## src/rtl/risc_pkg.sv

```systemverilog
// Shared RISC core types: instruction phase encoding and default sizes
// for the phase sequencer.
package risc_pkg;

    localparam int DEF_NUM_PHASES = 4;
    localparam int DEF_DWELL_W    = 3;
    localparam int DEF_CNT_W      = 16;

    typedef enum logic [1:0] {
        FETCH   = 2'd0,
        DECODE  = 2'd1,
        EXECUTE = 2'd2,
        UPDATE  = 2'd3
    } phase_e;

endpackage

```

## src/rtl/phase_dwell_table.sv

```systemverilog
// Per-phase dwell register file: one write port, one combinational
// read port, synchronous reset to zero.
module phase_dwell_table
    import risc_pkg::*;
#(
    parameter int NUM_PHASES = DEF_NUM_PHASES,
    parameter int PHASE_W    = $clog2(NUM_PHASES),
    parameter int DWELL_W    = DEF_DWELL_W
) (
    input  logic               clk_i,
    input  logic               rst_i,
    input  logic               we_i,
    input  logic [PHASE_W-1:0] idx_i,
    input  logic [DWELL_W-1:0] dwell_i,
    input  logic [PHASE_W-1:0] rd_idx_i,
    output logic [DWELL_W-1:0] rd_dwell_o
);

    localparam logic [PHASE_W:0] NP = NUM_PHASES[PHASE_W:0];

    logic [DWELL_W-1:0] tbl_q [NUM_PHASES];

    logic wr_ok;
    logic rd_ok;

    assign wr_ok = we_i && ({1'b0, idx_i} < NP);
    assign rd_ok = {1'b0, rd_idx_i} < NP;

    always_ff @(posedge clk_i) begin
        if (rst_i) begin
            for (int i = 0; i < NUM_PHASES; i++) begin
                tbl_q[i] <= '0;
            end
        end else if (wr_ok) begin
            tbl_q[idx_i] <= dwell_i;
        end
    end

    assign rd_dwell_o = rd_ok ? tbl_q[rd_idx_i] : '0;

endmodule

```

## src/rtl/phase_sequencer.sv

```systemverilog
// Instruction-phase sequencer with per-phase dwell, load and halt.
// PHASE_SEQ_CYC_CNT_EN builds the completed-instruction counter.
module phase_sequencer
    import risc_pkg::*;
#(
    parameter int NUM_PHASES = DEF_NUM_PHASES,
    parameter int PHASE_W    = $clog2(NUM_PHASES),
    parameter int DWELL_W    = DEF_DWELL_W,
    parameter int CNT_W      = DEF_CNT_W
) (
    input  logic                  CLK,
    input  logic                  RST,
    input  logic                  ENA,
    input  logic                  HALT_REQ,
    input  logic                  LOAD_EN,
    input  logic [PHASE_W-1:0]    LOAD_PHASE,
    input  logic                  CFG_WE,
    input  logic [PHASE_W-1:0]    CFG_IDX,
    input  logic [DWELL_W-1:0]    CFG_DWELL,
    output logic [PHASE_W-1:0]    PHASE,
    output logic [NUM_PHASES-1:0] PHASE_OH,
    output logic                  FIRST,
    output logic                  WRAP,
    output logic                  HALTED,
    output logic [CNT_W-1:0]      CYC_CNT
);

    localparam logic [PHASE_W:0]   NP      = NUM_PHASES[PHASE_W:0];
    localparam logic [PHASE_W-1:0] LAST_PH = PHASE_W'(NUM_PHASES - 1);

    logic [PHASE_W-1:0] phase_q, phase_d;
    logic [DWELL_W-1:0] dcnt_q, dcnt_d;
    logic               halted_q, halted_d;
    logic [DWELL_W-1:0] dwell;
    logic               run;
    logic               adv;
    logic               last;
    logic               wrap_cnt;

    phase_dwell_table #(
        .NUM_PHASES (NUM_PHASES),
        .PHASE_W    (PHASE_W),
        .DWELL_W    (DWELL_W)
    ) u_tbl (
        .clk_i      (CLK),
        .rst_i      (RST),
        .we_i       (CFG_WE),
        .idx_i      (CFG_IDX),
        .dwell_i    (CFG_DWELL),
        .rd_idx_i   (phase_q),
        .rd_dwell_o (dwell)
    );

    assign run  = !ENA && !halted_q;
    assign adv  = run && (dcnt_q >= dwell);
    assign last = (phase_q == LAST_PH);
    assign WRAP = adv && last;
    // A load overrides the advance, so it is never a completed instruction.
    assign wrap_cnt = WRAP && !LOAD_EN;

    always_comb begin
        phase_d  = phase_q;
        dcnt_d   = dcnt_q;
        halted_d = halted_q;
        if (LOAD_EN) begin
            phase_d = ({1'b0, LOAD_PHASE} < NP) ? LOAD_PHASE : '0;
            dcnt_d  = '0;
        end else if (adv) begin
            phase_d = last ? '0 : phase_q + 1'b1;
            dcnt_d  = '0;
        end else if (run) begin
            dcnt_d = dcnt_q + 1'b1;
        end
        if (halted_q) begin
            halted_d = HALT_REQ;
        end else if (wrap_cnt && HALT_REQ) begin
            halted_d = 1'b1;
        end
    end

    always_ff @(posedge CLK) begin
        if (RST) begin
            phase_q  <= '0;
            dcnt_q   <= '0;
            halted_q <= 1'b0;
        end else begin
            phase_q  <= phase_d;
            dcnt_q   <= dcnt_d;
            halted_q <= halted_d;
        end
    end

    always_comb begin
        PHASE_OH = '0;
        for (int i = 0; i < NUM_PHASES; i++) begin
            PHASE_OH[i] = (phase_q == PHASE_W'(i));
        end
    end

    assign PHASE  = phase_q;
    assign FIRST  = (dcnt_q == '0);
    assign HALTED = halted_q;

`ifdef PHASE_SEQ_CYC_CNT_EN
    logic [CNT_W-1:0] cnt_q, cnt_d;

    always_comb begin
        cnt_d = cnt_q;
        if (wrap_cnt) begin
            cnt_d = cnt_q + 1'b1;
        end
    end

    always_ff @(posedge CLK) begin
        if (RST) begin
            cnt_q <= '0;
        end else begin
            cnt_q <= cnt_d;
        end
    end

    assign CYC_CNT = cnt_q;
`else
    assign CYC_CNT = '0;
`endif

endmodule

```

## config.mk

```make
export PLATFORM = sky130hd
export DESIGN_NAME = phase_sequencer
export DESIGN_NICKNAME = d
export VERILOG_FILES = /design/src/rtl/risc_pkg.sv /design/src/rtl/phase_dwell_table.sv /design/src/rtl/phase_sequencer.sv
export SDC_FILE = /design/constraint.sdc
export NUM_CORES = 1
export LEC_CHECK = 0
export CORE_UTILIZATION = 40
export DETAILED_ROUTE_END_ITERATION = 10
export GPL_TIMING_DRIVEN = 1
export PLACE_DENSITY = 0.7
export SLEW_MARGIN = 20
export SYNTH_ARGS = -nofsm -noshare
export SYNTH_HDL_FRONTEND = slang
export SYNTH_SLANG_ARGS = --single-unit
```

## constraint.sdc

```tcl
create_clock -name CLK -period 3.2 [get_ports CLK]
set_clock_uncertainty 0.1 [all_clocks]
set_input_delay 0.64 -clock CLK [delete_from_list [all_inputs] [get_ports CLK]]
set_output_delay 0.64 -clock CLK [all_outputs]
set_load 0.03 [all_outputs]
```

Word-level counts from Yosys, hierarchy flattened
Memories as Yosys holds them, arrays and structs flattened. A register that Yosys moved wholly into a read port is not among the register bits.
Cells that the tools add are included.
{ "classes": {"add_sub_neg": 2, "magnitude_cmp": 1, "n_eq_ne": 3, "muxes": 15, "n_reduce_logical": 13} }
{ "op_table": {"columns": ["cell", "count"], "rows": [
  ["2-bit two-way mux", 6],
  ["1-bit two-way mux", 8],
  ["3-bit OR reduction", 2],
  ["1-bit logical AND", 5],
  ["2-bit equality test, second input constant", 2],
  ["3-bit by 1-bit adder with 3-bit output, second input constant", 1],
  ["3-bit greater-or-equal comparator", 1],
  ["1-bit logical NOT", 3],
  ["3-bit logical NOT", 1],
  ["3-bit two-way mux", 1],
  ["2-bit by 1-bit adder with 2-bit output, second input constant", 1],
  ["2-bit by 1-bit equality test with 1-bit output, second input constant", 1],
  ["2-bit logical NOT", 1],
  ["2-bit nonzero test", 1]
]} }
{ "totals": {"register_bits": 6, "ramBits": 12, "output_inout_bits": 25, "memories": 1} }
{ "memory_table": {"columns": ["memory", "depth", "width", "rd", "rd_ports_with_merged_regs", "wr", "line_no", "text"], "rows": [
  ["u_tbl.tbl_q", 4, 3, 1, 1, 4, "phase_dwell_table.sv:21", "logic [DWELL_W-1:0] tbl_q [NUM_PHASES];"]
]} }

Longest topological paths before layout
Gate-level depths: netlist of the first run.
{ "depth": {"ltp_word": 8, "mapped_depth": 7, "ltp_nobuf": 7} }

Cells and area by module
Synthesis of the first run repeated with hierarchy kept, for this count alone.
{ "hier_totals": {"hier_cells": 110, "hier_area_um2": 1204.9} }
{ "modules_own_cells": {"columns": ["mod", "instances", "cells_each", "area_each_um2", "seq_area_each_um2"], "rows": [
  ["phase_dwell_table", 1, 37, 603.1, 360.3],
  ["phase_sequencer", 1, 73, 601.8, 120.1]
]} }

Least setup slack after synthesis of the first run
No wires, ideal clock.
{ "synth_timing": {"path_type": "register to output", "from": "reg (tool-made name)", "to": "out WRAP", "arrival_time_ps": 1838, "setup_slack_ps": 622, "path_stages_with_launch": 6, "path_buffers": 0, "path_cell_list": "dfxtp_1 -> mux4_2 -> ha_1 -> nand2b_4 -> a31o_1 -> and3_1"} }
{ "synth_rtl": {"columns": ["element", "line_no", "text"], "rows": [
  ["end, declared", "phase_sequencer.sv:23", "output logic WRAP,"]
]} }

==> summary.md, run 1 <==
| Metric | Value |
|---|---|
| First-pass GRT wire length | 3.37 mm |
| CTS tree | yes |
| 1st-iter DRT viols | 39 |
| Place WS | 0.105 ns |
| Post-DRT Antenna Nets | 0 |
| Vias in the first global route | 794 |
| Min cycle time layout | 2.93 ns |
| Antenna Cells | 0 |
| Worst-path cell chain | mux4_2 -> inv_1 -> ha_1 -> a21o_1 -> a31o_1 -> and3_1 -> clkbuf_2 |
| Outcome | finished with violations |
| Syn Inst Count | 112 |
| Layout cells sized above 1 | 11.9% |
| Arr. time, crit path | 2.19 ns |
| Area Overhead vs Synth | 16.7% |
| Worst vdd ir | 0.304 mV |
| Area contributors post-synth | edfxtp_1 29%, dfxtp_1 13%, buf_4 10% |
| Final worst slack | 0.270 ns |
| Total of max-cap violations | 0 |
| Drt pass-1 iters | 10 |
| Max incr delay on CP | 0.50 ns |
| Tcrit/Tclk final | 91.6% |
| Hold WC Path Type | register to register |
| DR vias/cell | 4.89 |
| Routed via count | 811 |
| Drt drc | 2 |
| Area fraction of the dominant cell type after synthesis | 29.4% |
| Synthesized area | 1220 µm² |
| Final hold viol count | 0 |
| Worst path required time | 2.46 ns |
| CP startpoint kind | register |
| NumNets Final | 158 |
| Die X | 57.3 µm |
| Inserted Clock Buffers | 3 |
| Max Clk Rate | 341 MHz |
| Initial antenna violation count | 0 |
| Critical path fanouts, max | 3 |
| Final max-slew violation count | 0 |
| Max stage delay cell, worst path | mux4_2 |
| Total global-route track usage | 13.7% |
| FP Rows | 19 |
| Finished Cell Area | 1430 µm² |
| Core ar. | 2830 µm² |
| Clock slew at reported path FFs | 0.11 ns |
| Distinct cells, synth | 34 |
| H-tree depth | 1 |
| Drt wl/cell | 12.0 µm |
| Yosys warns | 0 |
| Die Ht | 57.3 µm |
| Placed Area | 1410 µm² |
| Failing checks | design-rule violations |
| Largest net degree at the start of global routing | 13 |
| I/O pins | 38 |
| Final Non-Filler Cells | 166 |
| PortBufs | 21 |
| Layout fillers | 260 |
| Detailed placer's ending HPWL | 1.69 mm |
| Final WL | 1.99 mm |
| GPL Wtd Cong | 0.744 |
| Post-Syn Area per Cell | 10.9 µm² |
| FF+latch count, synth | 20 |
| Cell taking the most area after synthesis | edfxtp_1 |
| Leak pwr | 0.577 nW |
| Clock Tree Buf Depth | 2 |
| Initial core utilization | 43.3% |
| GR Overflow Total | 0 |
| RSZ-0062 raised after global routing | false |
| DIE AREA | 3280 µm² |
| Sink Count | 20 |
| Final setup TNS | 0 ns |
| Clk Latency, worst-skew pair | 0.30 ns |
| Root Buffer Master | clkbuf_4 |
| Seq/Total Area, Yosys | 42.5% |
| Crit Path Class | register to primary output |
| Final setup viols | 0 |
| Pwr dens | 432 nW/µm² |
| Crit end category | primary output |
| Placed instance count | 162 |
| Hold buffers post-CTS | 0 |
[metal layers]
metal | up-vias | GRT usage, % | wire (µm)
li1 | 406 | - | -
met1 | 375 | 16.3 | 831
met2 | 26 | 23.0 | 1030
met3 | 4 | 2.04 | 73
met4 | 0 | 9.41 | 55
met5 | - | 0 | 0
[critical path, delay by kind of cell, from the launching register on]
kind	cells	cell delay [ns]
AOI/OAI and AO/OA	2	0.35
and+or+nand+nor	1	0.17
adders and majority gates	1	0.24
DFF	1	0.39
muxes	1	0.50
buffers and inverters	2	0.24
[repair_timing]
action | 4_1_cts | 5_1_grt
buffers inserted | 0 | 0
resized for setup | 1 | 3
hold endpoints to repair | 0 | 0
setup endpoints to repair | 1 | 1
[layout by cell type, fill, tap and decap left out, drive strengths merged, types with 3 or more instances in the layout]
cell,Yosys,layout
or2,5,5
clkbuf,1,5
inv,6,6
clkdlybuf4s50,0,20
nand2,4,4
and2,12,12
ha,9,9
conb,1,16
mux4,3,3
nand2b,3,3
a21oi,4,4
nor3b,3,3
edfxtp,12,12
dfxtp,8,8
nor2,4,4
[metrics by stage]
stage	util [%]	hold slack (ns)	total power [mW]
floorplan	-	0.359	0.456
global route	50.5	0.462	0.651
CTS	50.6	0.422	0.624
global placement	49.7	0.379	0.497
detailed placement	49.7	0.405	0.503
finish	50.5	0.412	0.617
[where the power goes]
part	internal (mW)	switching [mW]
Combinational	0.0849	0.103
Sequential	0.293	0.0137
Clock	0.0486	0.0737
Total	0.427	0.190
[logic make-up (layout without fill, tap and decap cells)]
group | after synthesis | after routing | synth area share (%)
flops | 20 | 20 | 42.5
compound gates | 14 | 14 | 8.59
mux | 4 | 4 | 6.34
buf+inv | 24 | 32 | 12.6
simple gates | 40 | 40 | 20.4
fa+ha+maj | 9 | 9 | 9.20
other cells | 1 | 16 | 0.306
[synthesized netlist by cell type, drive strengths merged]
cell and n:
conb 1, o31ai 2, o21bai 1, and2 12, mux4 3, dfxtp 8
inv 6, nor3b 3, mux2i 1, nor2 4, edfxtp 12, or4 2
nand2b 3, a21o 2, clkbuf 1, a2bb2oi 1, nor3 2, a2111oi 1
or3 1, nor2b 2, a31o 2, nand2 4, or2 5, a21oi 4
and3 1, ha 9, buf 17, a31oi 1, nand3b 1
[flip-flops by register name (all words and copies together), names as in the netlist, named ones only]
signal	count
PHASE	2
dcnt_q	3
HALTED	1
u_tbl.tbl_q	12
[path summary, 6_finish.rpt]
| check | start | endpoint | slack (ns) | cells past startpoint |
|---|---|---|---|---|
| setup / recovery | register | WRAP | 0.27 | 7 |
| hold / removal | dcnt_q[0]$_SDFFE_PP0P_ | dcnt_q[0]$_SDFFE_PP0P_ | 0.41 | 2 |
| setup reg to reg | register | register | 0.87 | 6 |
| hold reg to reg | dcnt_q[0]$_SDFFE_PP0P_ | dcnt_q[0]$_SDFFE_PP0P_ | 0.41 | 2 |
[area by class of cell]
class / instances / area (µm²) / area share [%]
Clock buffer: 4 / 26.3 / 1.84
Inverter: 6 / 22.5 / 1.58
Multi-Input combinational cell: 83 / 606 / 42.4
Sequential cell: 20 / 522 / 36.5
Tap cell: 31 / 38.8 / 2.72
Timing Repair Buffer: 22 / 213 / 14.9
Note: power is estimated with default switching activity, not from simulation.
==> inputs of run 2 (changes only) <==
==> constraint.sdc (replaced) <==
create_clock -name CLK -period 2.8 [get_ports CLK]
set_clock_uncertainty 0.1 [all_clocks]
set_input_delay 0.56 -clock CLK [delete_from_list [all_inputs] [get_ports CLK]]
set_output_delay 0.56 -clock CLK [all_outputs]
set_load 0.03 [all_outputs]
==> run 2 against run 1 <==
Effect of this change:
- the flow still finishes with violations (design-rule violations)
- cell count rose by 4.8%
- flip-flop and latch count stayed put
- design area increased by 6.9%
- sequential share of layout area decreased by 2.2 points
- die area did not move
- worst hold slack improved by 0.0074 ns
- highest routed layer unchanged
==> summary.md, run 2 (synthesis results as in run 1) <==
| Metric | Value |
|---|---|
| Critical path fanouts, max | 3 (unchanged) |
| Most flop-heavy register | u_tbl.tbl_q (unchanged) |
| 1st-iter DRT viols | 14 (was 39) |
| Post-DRT Antenna Nets | 0 (unchanged) |
| Pwr dens | 485 nW/µm² (was 432 nW/µm²) |
| Worst path required time | 2.14 ns (was 2.46 ns) |
| Crit Path Class | register to primary output (unchanged) |
| I/O pins | 38 (unchanged) |
| Final Non-Filler Cells | 174 (was 166) |
| Hold WC Path Type | register to register (unchanged) |
| Root Buffer Master | clkbuf_4 (unchanged) |
| Final setup viols | 0 (unchanged) |
| Final hold viol count | 0 (unchanged) |
| Min cycle time layout | 2.76 ns |
| Inserted Clock Buffers | 3 (unchanged) |
| Layout fillers | 252 (was 260) |
| Sink Count | 20 (unchanged) |
| Vias in the first global route | 736 (was 794) |
| Final WL | 2.11 mm (was 1.99 mm) |
| NumNets Final | 166 (was 158) |
| Outcome | finished with violations (unchanged) |
| Final worst slack | 0.0364 ns (was 0.270 ns) |
| Initial core utilization | 43.3% (unchanged) |
| Place WS | -0.172 ns (was 0.105 ns) |
| Max Clk Rate | 362 MHz |
| Detailed placer's ending HPWL | 1.74 mm (was 1.69 mm) |
| Layout cells sized above 1 | 19.6% (was 11.9%) |
| DIE AREA | 3280 µm² (unchanged) |
| Drt wl/cell | 12.1 µm (was 12.0 µm) |
| FP Rows | 19 (unchanged) |
| Commonest non-fill, non-tap cell in the layout | clkdlybuf4s50_1 (unchanged) |
| Total power | 0.740 mW (was 0.617 mW) |
| Multi-input logic area | 636 µm² (was 606 µm²) |
| CTS tree | yes (unchanged) |
| GPL Wtd Cong | 0.695 (was 0.744) |
| H-tree depth | 1 (unchanged) |
| Final setup TNS | 0 ns (unchanged) |
| Failing checks | design-rule violations (unchanged) |
| Routed via count | 825 (was 811) |
| Antenna Cells | 0 (unchanged) |
| GR Overflow Total | 0 (unchanged) |
| Worst vdd ir | 0.259 mV (was 0.304 mV) |
| Total of max-cap violations | 0 (unchanged) |
| First-pass GRT wire length | 3.32 mm (was 3.37 mm) |
| Tcrit/Tclk final | 98.7% |
| RSZ-0062 raised after global routing | true (was false) |
| Core Util, Final | 54.0% (was 50.5%) |
| Die X | 57.3 µm (unchanged) |
| CP startpoint kind | register (unchanged) |
| Register area | 524 µm² (was 522 µm²) |
| Clock Tree Buf Depth | 2 (unchanged) |
| Largest net degree at the start of global routing | 12 (was 13) |
| Area Overhead vs Synth | 24.7% (was 16.7%) |
| Die Ht | 57.3 µm (unchanged) |
| Initial antenna violation count | 0 (unchanged) |
| Core ar. | 2830 µm² (unchanged) |
| Drt pass-1 iters | 8 (was 10) |
| PortBufs | 21 (unchanged) |
| Final max-slew violation count | 0 (unchanged) |
| Clock slew at reported path FFs | 0.12 ns (was 0.11 ns) |
| Placed instance count | 169 (was 162) |
| Arr. time, crit path | 2.10 ns (was 2.19 ns) |
| Clk Latency, worst-skew pair | 0.30 ns (about the same) |
| DR vias/cell | 4.74 (was 4.89) |
| Crit end category | primary output (unchanged) |
| Drt drc | 3 (was 2) |
| Leak pwr | 0.616 nW (was 0.577 nW) |
| Most frequent cells in the layout | 20 x clkdlybuf4s50_1, 16 x conb_1, 12 x and2_1, 12 x edfxtp_1, 9 x buf_4 (was 20 x clkdlybuf4s50_1, 16 x conb_1, 12 x and2_1, 12 x edfxtp_1, 9 x ha_1) |
| Total global-route track usage | 13.5% (was 13.7%) |
| Max reg flops | 12 (unchanged) |
## run 2: worst paths after layout
kind / from / endpoint / slack [ns] / depth (start not counted)
max: register / WRAP / 0.04 / 7
min: dcnt_q[0]$_SDFFE_PP0P_ / dcnt_q[0]$_SDFFE_PP0P_ / 0.42 / 2
max reg2reg: register / register / 0.36 / 7
min reg2reg: dcnt_q[0]$_SDFFE_PP0P_ / dcnt_q[0]$_SDFFE_PP0P_ / 0.42 / 2
## run 2: repair_timing
item | 4_1_cts | 5_1_grt
resized for setup | 11 | 2
buffers inserted | 0 | 1
hold buffers | 0 | 0
pin swaps | 0 | 1
setup endpoints to repair | 1 | 1
## run 2: area by class of cell
cell class / instances / share of cell area [%]
well taps: 31 / 2.54
flip-flops and latches: 20 / 34.3
clock buffers: 3 / 1.48
inverters: 6 / 1.48
multi-input cells: 83 / 41.6
repair buffers: 30 / 18.3
clock inverters: 1 / 0.246
## run 2: critical path: stages (launching register included)
cell     delay [ns]
dfxtp_4        0.38
mux4_2         0.50
inv_2          0.08
ha_4           0.19
a21o_1         0.15
a31o_1         0.19
and3_4         0.18
buf_6          0.13
## run 2: per-stage QoR
step / hold WS, ns / cell area [µm²]
4_1_cts: 0.424 / 1510
3_5_place_dp: 0.404 / 1460
2_1_floorplan: 0.359 / 1280
5_1_grt: 0.463 / 1530
3_3_place_gp: 0.379 / 1460
6_report: 0.420 / 1530
## run 2: routing by layer
| layer | global-route usage (%) | wire length, µm | vias up | share of wire [%] |
|---|---|---|---|---|
| met5 | 0 | 0 | - | 0 |
| met3 | 2.04 | 50 | 2 | 2.4 |
| met4 | 6.27 | 8 | 0 | 0.38 |
| li1 | - | - | 422 | - |
| met1 | 17.8 | 958 | 383 | 45 |
| met2 | 22.0 | 1090 | 18 | 52 |
## run 2: power by group
part / internal (mW) / switching, mW / total, mW
combinational: 0.121 / 0.127 / 0.247
clock: 0.0519 / 0.0901 / 0.142
sequential: 0.336 / 0.0153 / 0.351
total: 0.508 / 0.232 / 0.740
==> inputs of run 3 (changes only) <==
--- a/config.mk
+++ b/config.mk
@@ -9,6 +9,7 @@
 export DETAILED_ROUTE_END_ITERATION = 10
 export GPL_TIMING_DRIVEN = 1
 export PLACE_DENSITY = 0.7
+export SETUP_SLACK_MARGIN = 0.5
 export SLEW_MARGIN = 20
 export SYNTH_ARGS = -nofsm -noshare
 export SYNTH_HDL_FRONTEND = slang
==> run 3 against run 2 <==
Effect of this change:
- the flow still finishes with violations (design-rule violations)
- flip-flop and latch count did not move
- cell count shrank 3.4%
- setup slack worse by 0.024 ns
- critical path depth did not move
- first-iteration DRC count is 43% higher
- global-route usage increased by 0.59 points
- total power is 8.0% higher
- sequential power hardly changed
- wire length is 2.1% higher
- critical path type unchanged
- highest routed layer unchanged
==> summary.md, run 3 (synthesis results as in run 1) <==
| Metric | Value |
|---|---|
| Outcome | finished with violations (unchanged) |
| Failing checks | design-rule violations (unchanged) |
| Die Ht | 57.3 µm (unchanged) |
| Routed via count | 827 (was 825) |
| CP bufs+invs | 2 (unchanged) |
| 1st-iter DRT viols | 20 (was 14) |
| Initial core utilization | 43.3% (unchanged) |
| Tcrit/Tclk final | 99.5% (was 98.7%) |
| Antenna Cells | 0 (unchanged) |
| Post-DRT Antenna Nets | 0 (unchanged) |
| Total global-route track usage | 14.1% (was 13.5%) |
| H-tree depth | 1 (unchanged) |
| DIE AREA | 3280 µm² (unchanged) |
| NumNets Final | 160 (was 166) |
| Setup slack, reg-to-reg | 0.41 ns (was 0.36 ns) |
| Critical R2R Capture | dcnt_q[0]$_SDFFE_PP0P_ |
| Max incr delay on CP | 0.50 ns (about the same) |
| I/O pins | 38 (unchanged) |
| CTS tree | yes (unchanged) |
| Final setup viols | 0 (unchanged) |
| Min cycle time layout | 2.79 ns (was 2.76 ns) |
| Commonest non-fill, non-tap cell in the layout | conb_1 (was clkdlybuf4s50_1) |
| Final worst slack | 0.0128 ns (was 0.0364 ns) |
| Die X | 57.3 µm (unchanged) |
| Hold WC Path Type | register to register (unchanged) |
| Hold endpoint | dcnt_q[0]$_SDFFE_PP0P_ (unchanged) |
| Placed Area | 1420 µm² (was 1460 µm²) |
| Final setup TNS | 0 ns (unchanged) |
| Pwr dens | 518 nW/µm² (was 485 nW/µm²) |
| Hold_sp | dcnt_q[0]$_SDFFE_PP0P_ (unchanged) |
| Final hold viol count | 0 (unchanged) |
| Inserted Clock Buffers | 3 (unchanged) |
| Clock slew at reported path FFs | 0.13 ns (was 0.12 ns) |
| Clock Tree Buf Depth | 2 (unchanged) |
| Max reg flops | 12 (unchanged) |
| Final max-slew violation count | 0 (unchanged) |
| Worst-path cell chain | mux4_2 -> inv_2 -> ha_4 -> a21o_1 -> a31o_4 -> and3_4 -> buf_6 (was mux4_2 -> inv_2 -> ha_4 -> a21o_1 -> a31o_1 -> and3_4 -> buf_6) |
| Arr. time, crit path | 2.13 ns (was 2.10 ns) |
| Vias in the first global route | 807 (was 736) |
| PortBufs | 21 (unchanged) |
| Crit Path Class | register to primary output (unchanged) |
| Place WS | 0.271 ns (was -0.172 ns) |
| Critical path fanouts, max | 3 (unchanged) |
| Root Buffer Master | clkbuf_4 (unchanged) |
| Drt pass-1 iters | 9 (was 8) |
| FP Rows | 19 (unchanged) |
| Most flop-heavy register | u_tbl.tbl_q (unchanged) |
| Total of max-cap violations | 0 (unchanged) |
| Clk Latency, worst-skew pair | 0.30 ns (about the same) |
| Drt drc | 6 (was 3) |
| Layout cells sized above 1 | 20.4% (was 19.6%) |
| Worst path required time | 2.14 ns (about the same) |
| Crit end category | primary output (unchanged) |
| Initial antenna violation count | 0 (unchanged) |
| RSZ-0062 raised after global routing | true (unchanged) |
| Detailed placer's ending HPWL | 1.73 mm (was 1.74 mm) |
| Core ar. | 2830 µm² (unchanged) |
| Leak pwr | 0.631 nW (was 0.616 nW) |
| Largest net degree at the start of global routing | 13 (was 12) |
| Hold path cells | 2 (unchanged) |
| Max Clk Rate | 359 MHz (was 362 MHz) |
| Most frequent cells in the layout | 16 x conb_1, 15 x clkdlybuf4s50_1, 12 x and2_1, 12 x edfxtp_1 (was 20 x clkdlybuf4s50_1, 16 x conb_1, 12 x and2_1, 12 x edfxtp_1, 9 x buf_4) |
| DR vias/cell | 4.92 (was 4.74) |
| Sink Count | 20 (unchanged) |
| CP startpoint kind | register (unchanged) |
| Area Overhead vs Synth | 26.2% (was 24.7%) |
| Drt wl/cell | 12.8 µm (was 12.1 µm) |
| GR Overflow Total | 0 (unchanged) |
| GPL Wtd Cong | 0.720 (was 0.695) |
| First-pass GRT wire length | 3.57 mm (was 3.32 mm) |
| FF-to-FF path depth | 9 (was 7) |
| Final WL | 2.15 mm (was 2.11 mm) |
| Worst vdd ir | 0.290 mV (was 0.259 mV) |
| Max stage delay cell, worst path | mux4_2 (unchanged) |
| CP delay by family, top | multiplexers (unchanged) |
| Finished Cell Area | 1540 µm² (was 1530 µm²) |
-- run 3: cell count changes in the layout (fill, tap and decap cells not counted), sizes merged --
cell / before / now
buf: 10 / 4
clkdlybuf4s50: 20 / 15
dlymetal6s2s: 0 / 1
clkinv: 1 / 0
clkbuf: 3 / 4
dlygate4sd2: 0 / 4
-- run 3: through the flow --
stage                     utilization [%]  std cells  hold WS, ns  power (mW)
after floorplan                         -        127        0.359       0.526
after global placement               50.2        162        0.381       0.569
after detailed placement             50.2        162        0.390       0.577
after CTS                            53.6        167        0.408       0.791
after global routing                 54.6        168        0.434       0.833
final                                54.6        168        0.414       0.800
-- run 3: final cells by class --
cell class,count,area [µm²]
clock buffer,4,47.5
fill,247,1280
inverter,6,22.5
multi-input combinational,83,676
sequential,20,524
tap,31,38.8
timing repair buffer,24,235
-- run 3: what timing repair did --
action / 4_1_cts / 5_1_grt
setup endpoints to repair: 9 / 7
buffers inserted: 1 / 1
resized for setup: 10 / 5
hold buffers: 0 / 0
cloned: 0 / 0
pin swaps: 1 / 2
-- run 3: layer usage --
metal | vias up | wire length, µm | track usage [%]
met5 | - | 0 | 0
met4 | 0 | 15 | 4.18
met3 | 2 | 58 | 2.04
met2 | 20 | 1170 | 27.2
met1 | 394 | 907 | 15.9
li1 | 411 | - | -
-- run 3: worst max-delay path by stage --
stage,start,cells past startpoint,end
after global routing,register,7,WRAP
after detailed placement,register,7,WRAP
after global placement,register,7,WRAP
after floorplan,register,5,WRAP
final,register,7,WRAP
after CTS,register,7,WRAP
-- run 3: power by group --
part | total, mW | switching [mW] | internal [mW]
Combinational | 0.251 | 0.134 | 0.116
Clock | 0.198 | 0.0890 | 0.109
Sequential | 0.351 | 0.0157 | 0.336
Total | 0.800 | 0.239 | 0.561
-- run 3: worst register-to-register path, stage by stage (launching register included) --
cell     delay [ns]
dfxtp_4        0.39
mux4_2         0.50
inv_2          0.08
ha_4           0.20
a21o_1         0.17
a31o_4         0.21
buf_4          0.13
buf_6          0.12
or3_4          0.32
a21oi_2        0.12
